## config.mk

```make
export PLATFORM = sky130hd
export DESIGN_NAME = pulse_gen
export DESIGN_NICKNAME = d
export VERILOG_FILES = /design/src/rtl/pulse_gen_pkg.sv /design/src/rtl/pulse_timer.sv /design/src/rtl/pulse_gen.sv
export SDC_FILE = /design/constraint.sdc
export NUM_CORES = 1
export LEC_CHECK = 0
export BUFFER_PORTS_ARGS = -buffer_cell sky130_fd_sc_hd__buf_2
export CORE_MARGIN = 2
export CORE_UTILIZATION = 61
export CTS_BUF_LIST = sky130_fd_sc_hd__clkbuf_8 sky130_fd_sc_hd__clkbuf_16
export DETAILED_ROUTE_END_ITERATION = 6
export PLACE_DENSITY = 0.82
export SLEW_MARGIN = 15
export SYNTH_ARGS = -nofsm -noshare
export SYNTH_HDL_FRONTEND = slang
export SYNTH_SLANG_ARGS = --single-unit
```

## constraint.sdc

```tcl
create_clock -name clk -period 4.4 [get_ports clk]
set_clock_uncertainty 0.2 [all_clocks]
set_input_delay 0 -clock clk [delete_from_list [all_inputs] [get_ports clk]]
set_output_delay 0 -clock clk [all_outputs]
set_load 0.1 [all_outputs]
```

## src/rtl/pulse_gen_pkg.sv

```systemverilog
// Shared encodings and default widths for the pulse train generator.
package pulse_gen_pkg;

    localparam int DEF_CNT_W = 32;
    localparam int DEF_NP_W  = 16;

    typedef enum logic [1:0] {
        ST_IDLE  = 2'd0,
        ST_DELAY = 2'd1,
        ST_HIGH  = 2'd2,
        ST_LOW   = 2'd3
    } state_t;

endpackage

```

## src/rtl/pulse_timer.sv

```systemverilog
// Loadable down-counter shared by the DELAY, HIGH and LOW phases.
// A phase of N cycles is timed by loading N-1 on entry and leaving when zero is seen.
module pulse_timer #(
    parameter int W = 32
) (
    input  logic         clk,
    input  logic         rst,
    input  logic         load,
    input  logic         en,
    input  logic [W-1:0] value,
    output logic         zero
);

    logic [W-1:0] count;

    // Load has priority; otherwise count down while enabled and stop at zero.
    always_ff @(posedge clk) begin
        if (rst) begin
            count <= '0;
        end else if (load) begin
            count <= value;
        end else if (en && (count != '0)) begin
            count <= count - W'(1);
        end
    end

    assign zero = (count == '0);

endmodule

```

## src/rtl/pulse_gen.sv

```systemverilog
// Programmable single-channel pulse train generator.
//
// state   | meaning
// IDLE    | waiting for an accepted start
// DELAY   | initial delay before the first pulse
// HIGH    | pulse high phase (width cycles)
// LOW     | pulse low phase (period - width cycles)
//
// pulse_out is the registered image of the HIGH phase, one cycle behind the
// state register, so the first rising edge lands delay+1 edges after acceptance.
module pulse_gen
    import pulse_gen_pkg::*;
#(
    parameter int CNT_W = DEF_CNT_W,
    parameter int NP_W  = DEF_NP_W
) (
    input  logic             clk,
    input  logic             rst,
    input  logic [CNT_W-1:0] cfg_delay,
    input  logic [CNT_W-1:0] cfg_width,
    input  logic [CNT_W-1:0] cfg_period,
    input  logic [NP_W-1:0]  cfg_npulse,
    input  logic             start,
    input  logic             stop,
    output logic             busy,
    output logic             done,
    output logic             cfg_err,
    output logic             pulse_out
);

    state_t           state;
    logic [CNT_W-1:0] width_q;
    logic [CNT_W-1:0] low_len_q;
    logic [NP_W-1:0]  npulse_q;
    logic [NP_W-1:0]  pulses_sent;

    logic             cfg_valid;
    logic             accept;
    logic             more_pulses;
    logic             tmr_load;
    logic             tmr_en;
    logic [CNT_W-1:0] tmr_value;
    logic             tmr_zero;

    assign cfg_valid   = (cfg_width != '0) && (cfg_width < cfg_period);
    assign accept      = (state == ST_IDLE) && start && !stop && cfg_valid;
    assign more_pulses = (npulse_q == '0) || (pulses_sent < npulse_q);

    // Reload the phase timer on every state entry with that phase length minus one.
    always_comb begin
        tmr_load  = 1'b0;
        tmr_value = '0;
        tmr_en    = (state != ST_IDLE);
        case (state)
            ST_IDLE: begin
                if (accept) begin
                    tmr_load  = 1'b1;
                    tmr_value = (cfg_delay != '0) ? (cfg_delay - CNT_W'(1))
                                                  : (cfg_width - CNT_W'(1));
                end
            end
            ST_DELAY: begin
                if (tmr_zero) begin
                    tmr_load  = 1'b1;
                    tmr_value = width_q - CNT_W'(1);
                end
            end
            ST_HIGH: begin
                if (tmr_zero) begin
                    tmr_load  = 1'b1;
                    tmr_value = low_len_q - CNT_W'(1);
                end
            end
            ST_LOW: begin
                if (tmr_zero && more_pulses) begin
                    tmr_load  = 1'b1;
                    tmr_value = width_q - CNT_W'(1);
                end
            end
            default: begin
                tmr_load  = 1'b0;
                tmr_value = '0;
            end
        endcase
    end

    pulse_timer #(
        .W(CNT_W)
    ) u_timer (
        .clk   (clk),
        .rst   (rst),
        .load  (tmr_load),
        .en    (tmr_en),
        .value (tmr_value),
        .zero  (tmr_zero)
    );

    // Sequencing FSM with registered status strobes and pulse output.
    always_ff @(posedge clk) begin
        if (rst) begin
            state       <= ST_IDLE;
            busy        <= 1'b0;
            done        <= 1'b0;
            cfg_err     <= 1'b0;
            pulse_out   <= 1'b0;
            width_q     <= '0;
            low_len_q   <= '0;
            npulse_q    <= '0;
            pulses_sent <= '0;
        end else begin
            done      <= 1'b0;
            cfg_err   <= 1'b0;
            pulse_out <= (state == ST_HIGH);

            case (state)
                ST_IDLE: begin
                    if (start && !stop) begin
                        if (cfg_valid) begin
                            width_q   <= cfg_width;
                            low_len_q <= cfg_period - cfg_width;
                            npulse_q  <= cfg_npulse;
                            busy      <= 1'b1;
                            if (cfg_delay != '0) begin
                                state       <= ST_DELAY;
                                pulses_sent <= '0;
                            end else begin
                                state       <= ST_HIGH;
                                pulses_sent <= NP_W'(1);
                            end
                        end else begin
                            cfg_err <= 1'b1;
                        end
                    end
                end
                ST_DELAY: begin
                    if (tmr_zero) begin
                        state       <= ST_HIGH;
                        pulses_sent <= pulses_sent + NP_W'(1);
                    end
                end
                ST_HIGH: begin
                    if (tmr_zero) begin
                        state <= ST_LOW;
                    end
                end
                ST_LOW: begin
                    if (tmr_zero) begin
                        if (more_pulses) begin
                            state       <= ST_HIGH;
                            pulses_sent <= pulses_sent + NP_W'(1);
                        end else begin
                            state <= ST_IDLE;
                            busy  <= 1'b0;
                            done  <= 1'b1;
                        end
                    end
                end
                default: begin
                    state <= ST_IDLE;
                    busy  <= 1'b0;
                end
            endcase

            // Abort overrides whatever the phase logic decided this cycle.
            if ((state != ST_IDLE) && stop) begin
                state     <= ST_IDLE;
                busy      <= 1'b0;
                done      <= 1'b1;
                pulse_out <= 1'b0;
            end
        end
    end

endmodule
```

==> impl_results.html <==
<table>
<tr><th>Metric</th><th>Value</th></tr>
<tr><th colspan="2">Global routing</th></tr>
<tr><td>Via count of the first global-routing pass</td><td>12,230</td></tr>
<tr><td>GRT busiest layer</td><td>met2</td></tr>
<tr><td>Overflow left after global routing</td><td>0</td></tr>
<tr><td>GR met2 Demand/Resource</td><td>65.79%</td></tr>
<tr><td>Global-route wire length before repair</td><td>63,400 µm</td></tr>
<tr><td>Number of antenna violations at the first check in global routing</td><td>1</td></tr>
<tr><td>Met3 Resource Use GR</td><td>8.175%</td></tr>
<tr><td>Maximum number of pins on one net before global-route repair</td><td>between 90 and 100</td></tr>
<tr><td>Tot GR Track Use</td><td>40.79%</td></tr>
<tr><td>M1 GR Usage</td><td>52.81%</td></tr>
<tr><th colspan="2">Worst setup path</th></tr>
<tr><td>Classification of the worst setup path</td><td>in2reg</td></tr>
<tr><td>Worst EP arrival</td><td>4380 ps</td></tr>
<tr><td>CP Capture Type</td><td>register</td></tr>
<tr><td>Crit start category</td><td>input port</td></tr>
<tr><td>Endpoint of the worst-slack reg-to-reg timing path</td><td>pulses_sent[11]$_SDFFE_PP0P_</td></tr>
<tr><td>Maximum fanout encountered on the critical timing path</td><td>27</td></tr>
<tr><td>Required time of the worst setup path</td><td>around 4500 ps</td></tr>
<tr><td>Launching point of the worst reg2reg path</td><td>u_timer.count[0]$_SDFFE_PP0P_</td></tr>
<tr><td>Worst Reg2Reg Path Length in Cells</td><td>11</td></tr>
<tr><td>Reg2reg setup slack</td><td>620 ps</td></tr>
<tr><th colspan="2">Timing</th></tr>
<tr><td>Min Tclk post-route</td><td>approximately 4300 ps</td></tr>
<tr><td>Achievable frequency</td><td>about 0.23 GHz</td></tr>
<tr><td>Measured slew at the worst slew-check pin</td><td>1068 ps</td></tr>
<tr><td>Slew headroom</td><td>28.80%</td></tr>
<tr><td>Number of hold violations in the final report</td><td>0</td></tr>
<tr><td>Number of pins exceeding their max-slew limit in the final report</td><td>0</td></tr>
<tr><td>Unrepaired setup endpoints after global routing</td><td>false</td></tr>
<tr><td>Number of setup violations in the final report</td><td>0</td></tr>
<tr><td>Setup TNS Final</td><td>0 ps</td></tr>
<tr><td>Period utilization</td><td>96.84%</td></tr>
<tr><th colspan="2">Finish</th></tr>
<tr><td>Number of nets in the final layout</td><td>1,902</td></tr>
<tr><td>Multi-input gate area</td><td>0.007734 mm²</td></tr>
<tr><td>Fraction of final layout cells with drive strength greater than 1</td><td>13.27%</td></tr>
<tr><td>Fill cell total of the finished layout</td><td>~1,300</td></tr>
<tr><td>Sequential cell area</td><td>0.002683 mm²</td></tr>
<tr><td>Synthesis-to-finish area growth</td><td>22.69%</td></tr>
<tr><td>Cell Count, Final, Fillers Out</td><td>slightly below 2,000</td></tr>
<tr><th colspan="2">Synthesis</th></tr>
<tr><td>Number of nets produced by synthesis</td><td>1,705</td></tr>
<tr><td>Yosys reg bits</td><td>134</td></tr>
<tr><td>Mean area per synthesized cell</td><td>about 7.2 µm²</td></tr>
<tr><td>Yosys warns</td><td>0</td></tr>
<tr><td>Number of enable-type register cells in the synthesized netlist</td><td>0</td></tr>
<tr><td>Fraction of registers with async set or reset after synthesis</td><td>0%</td></tr>
<tr><td>Post-synthesis instance total</td><td>1,531</td></tr>
<tr><td>Dominant register cell in the synthesized netlist</td><td>dfxtp_1</td></tr>
<tr><td>Post-synthesis cell type count</td><td>between 80 and 90</td></tr>
<tr><td>Seq/Total Area, Yosys</td><td>24.39%</td></tr>
<tr><td>Cell Area, Synth</td><td>0.01100 mm²</td></tr>
<tr><th colspan="2">Hold path</th></tr>
<tr><td>Number of instances on the worst hold path</td><td>6</td></tr>
<tr><td>Classification of the worst-slack hold path</td><td>in2reg</td></tr>
<tr><td>Startpoint of the worst hold path</td><td>cfg_period[4]</td></tr>
<tr><td>Endpoint of the worst hold path</td><td>low_len_q[4]$_SDFFE_PP0P_</td></tr>
<tr><th colspan="2">Pwr</th></tr>
<tr><td>Combinational power share</td><td>49.4%</td></tr>
<tr><td>Part of the power in the clock network</td><td>24.9%</td></tr>
<tr><td>Sequential share of power</td><td>25.8%</td></tr>
<tr><td>Worst voltage drop across the vdd grid</td><td>0.4477 mV</td></tr>
<tr><td>P per Cell Area</td><td>443.6 mW/mm²</td></tr>
<tr><td>Sw frac</td><td>42.89%</td></tr>
<tr><td>Internal power component</td><td>3.418 mW</td></tr>
<tr><td>Net switching power</td><td>about 2.6 mW</td></tr>
<tr><td>Static leakage power</td><td>approximately 5.5 nW</td></tr>
<tr><th colspan="2">Clocking</th></tr>
<tr><td>Buffer depth of the longest clock path</td><td>2</td></tr>
<tr><td>Clock tree from TritonCTS</td><td>yes</td></tr>
<tr><td>Sinks on the clock net</td><td>134</td></tr>
<tr><td>Clock transition at path regs</td><td>70 ps</td></tr>
<tr><td>Clock latency reported for the late side of the worst-skew pair</td><td>about 430 ps</td></tr>
<tr><td>Number of levels the H-tree was split into</td><td>4</td></tr>
<tr><td>Cts bufs inserted</td><td>17</td></tr>
<tr><td>Clock root cell</td><td>clkbuf_16</td></tr>
<tr><th colspan="2">Place</th></tr>
<tr><td>Inst Count DP</td><td>1,836</td></tr>
<tr><td>Placer Congestion</td><td>1.010</td></tr>
<tr><td>Count of buffers from port buffering</td><td>119</td></tr>
<tr><td>Total half-perimeter wirelength after legalization and detailed placement</td><td>27,530 µm</td></tr>
<tr><th colspan="2">Route</th></tr>
<tr><td>Post-route ant nets</td><td>0</td></tr>
<tr><td>Routed vias</td><td>12,810</td></tr>
<tr><td>Final routed wirelength across all metal layers</td><td>between 30,000 and 40,000 µm</td></tr>
<tr><td>Detail-routed via count per cell</td><td>6.497</td></tr>
<tr><td>DRC marker count from the first detailed-route iteration</td><td>1,662</td></tr>
<tr><td>Detailed-router iteration count before antenna repair</td><td>6</td></tr>
<tr><td>Total DRC errors in the routed layout</td><td>0</td></tr>
<tr><td>Wire per inst</td><td>20.15 µm</td></tr>
<tr><th colspan="2">Floorplanning</th></tr>
<tr><td>Height of the die</td><td>approximately 140 µm</td></tr>
<tr><td>Initial cell density of the core</td><td>between 60 and 70%</td></tr>
<tr><td>Chip Width</td><td>138.3 µm</td></tr>
<tr><td>IO Count</td><td>120</td></tr>
<tr><td>Die area</td><td>0.01912 mm²</td></tr>
<tr><td># rows</td><td>49</td></tr>
<tr><td>Core ar.</td><td>0.01784 mm²</td></tr>
<tr><th colspan="2">Flow run</th></tr>
<tr><td># Max-Cap Violations</td><td>0</td></tr>
<tr><th colspan="2">Outcome</th></tr>
<tr><td>Outcome</td><td>complete, no violations</td></tr>
</table>
synth_stat cells (10+ instances only):
cell type / number / area [µm²]
a211oi_1: 21 / 157.7
a21o_1: 10 / 75.07
a21oi_1: 178 / 890.9
a22oi_1: 24 / 180.2
a31oi_1: 14 / 87.58
a32oi_1: 10 / 87.58
buf_2: 13 / 65.06
clkbuf_1: 57 / 214.0
dfxtp_1: 134 / 2683
ha_1: 57 / 713.2
inv_1: 74 / 277.8
mux2i_1: 10 / 100.1
nand2_1: 249 / 934.7
nand2b_1: 14 / 87.58
nand3_1: 26 / 130.1
nand4_1: 17 / 106.4
nor2_1: 121 / 454.2
nor3_1: 61 / 305.3
nor4_1: 48 / 300.3
o21a_1: 14 / 105.1
o21ai_0: 45 / 225.2
o22ai_1: 17 / 106.4
or2_2: 11 / 68.82
or3_1: 20 / 125.1
or4_1: 16 / 120.1
xnor2_1: 48 / 420.4
xor2_1: 60 / 525.5
how the worst max path moves through the flow:
| stage | from | to |
|---|---|---|
| after global routing | cfg_delay[19] | u_timer.count[19]$_SDFFE_PP0P_ |
| after global placement | cfg_delay[23] | u_timer.count[24]$_SDFFE_PP0P_ |
| after CTS | cfg_width[11] | low_len_q[31]$_SDFFE_PP0P_ |
| final | cfg_width[11] | low_len_q[31]$_SDFFE_PP0P_ |
| after floorplan | cfg_delay[1] | u_timer.count[24]$_SDFFE_PP0P_ |
| after detailed placement | cfg_delay[23] | u_timer.count[24]$_SDFFE_PP0P_ |
per-stage QoR:
step	utilization (%)	total power, mW	hold slack [ps]	instance area (µm²)	worst slack [ps]
CTS	75.57	5.874	2.451	13480	278.7
detailed placement	66.43	4.296	49.80	11850	536.2
finish	75.62	5.985	22.49	13490	139.1
floorplan	-	3.563	-64.03	11000	648.4
global route	75.62	6.302	58.09	13490	25.55
global placement	66.43	4.242	42.43	11850	602.9
layer usage:
metal	up-vias	routed length, µm
met2	818	17870
met3	183	4302
met5	-	0
met4	0	2040
met1	5860	15510
li1	5945	-
worst max-delay path, stage by stage:
cell,delay [ps]
dlygate4sd3_1,530
buf_2,210
inv_1,150
ha_1,420
nand4_1,250
nor4_1,520
nand2_1,290
nand3_1,280
and3b_4,430
buf_4,360
nor3b_1,100
a211o_1,270
dlygate4sd3_1,560
what timing repair did:
| item | CTS | global route |
|---|---|---|
| hold buffers | 102 | 0 |
| hold endpoints to repair | 96 | 0 |
| endpoints found under the setup margin | 0 | 2 |
| buffers inserted | 0 | 0 |
| resized for setup | 0 | 2 |
logic make-up after synthesis:
kind of cell,Yosys count,share of synthesized area [%]
buffers and inverters,152,5.370
flip-flops,134,24.39
XOR/XNOR,108,8.602
multiplexers,12,1.149
AND/OR/NAND/NOR,653,29.74
AO/OA/AOI/OAI,414,24.08
adder cells (fa/ha/maj),58,6.667
power groups by stage:
stage | clock network, mW | registers (mW) | logic (mW)
after detailed placement | 0 | 1.56 | 2.74
after global routing | 1.55 | 1.56 | 3.19
final | 1.49 | 1.54 | 2.95
after floorplan | 0 | 1.53 | 2.04
after CTS | 1.49 | 1.53 | 2.85
after global placement | 0 | 1.55 | 2.70
cell type report:
| class | count | share of cell area (%) |
|---|---|---|
| clock buffers | 18 | 3.255 |
| diodes | 1 | 0.01855 |
| multi-input cells | 1245 | 57.32 |
| inverters | 74 | 2.059 |
| clock inverters | 14 | 1.271 |
| well taps | 229 | 2.124 |
| repair buffers | 256 | 14.07 |
| flip-flops and latches | 134 | 19.88 |
sequential cells by signal, summed over array words and instances (netlist names):
register       flops
cfg_err            1
pulses_sent       16
busy               1
width_q           32
npulse_q          16
done               1
pulse_out          1
u_timer.count     32
low_len_q         32
state              2
cell usage in the layout, fill, tap and decap left out, types with 10 or more instances in the layout:
master         count
a211oi_1          21
a21o_1            10
a21oi_1          178
a22oi_1           24
a31oi_1           14
a32oi_1           10
buf_2            118
buf_4             34
clkbuf_16         17
dfxtp_1          134
dlygate4sd3_1    102
ha_1              57
inv_1             75
mux2i_1           10
nand2_1          249
nand2b_1          14
nand3_1           26
nand4_1           17
nor2_1           121
nor3_1            61
nor4_1            48
o21a_1            14
o21ai_0           45
o22ai_1           17
or2_2             11
or3_1             20
or4_1             16
xnor2_1           48
xor2_1            60
No activity file was read; power rests on OpenSTA's default activity.
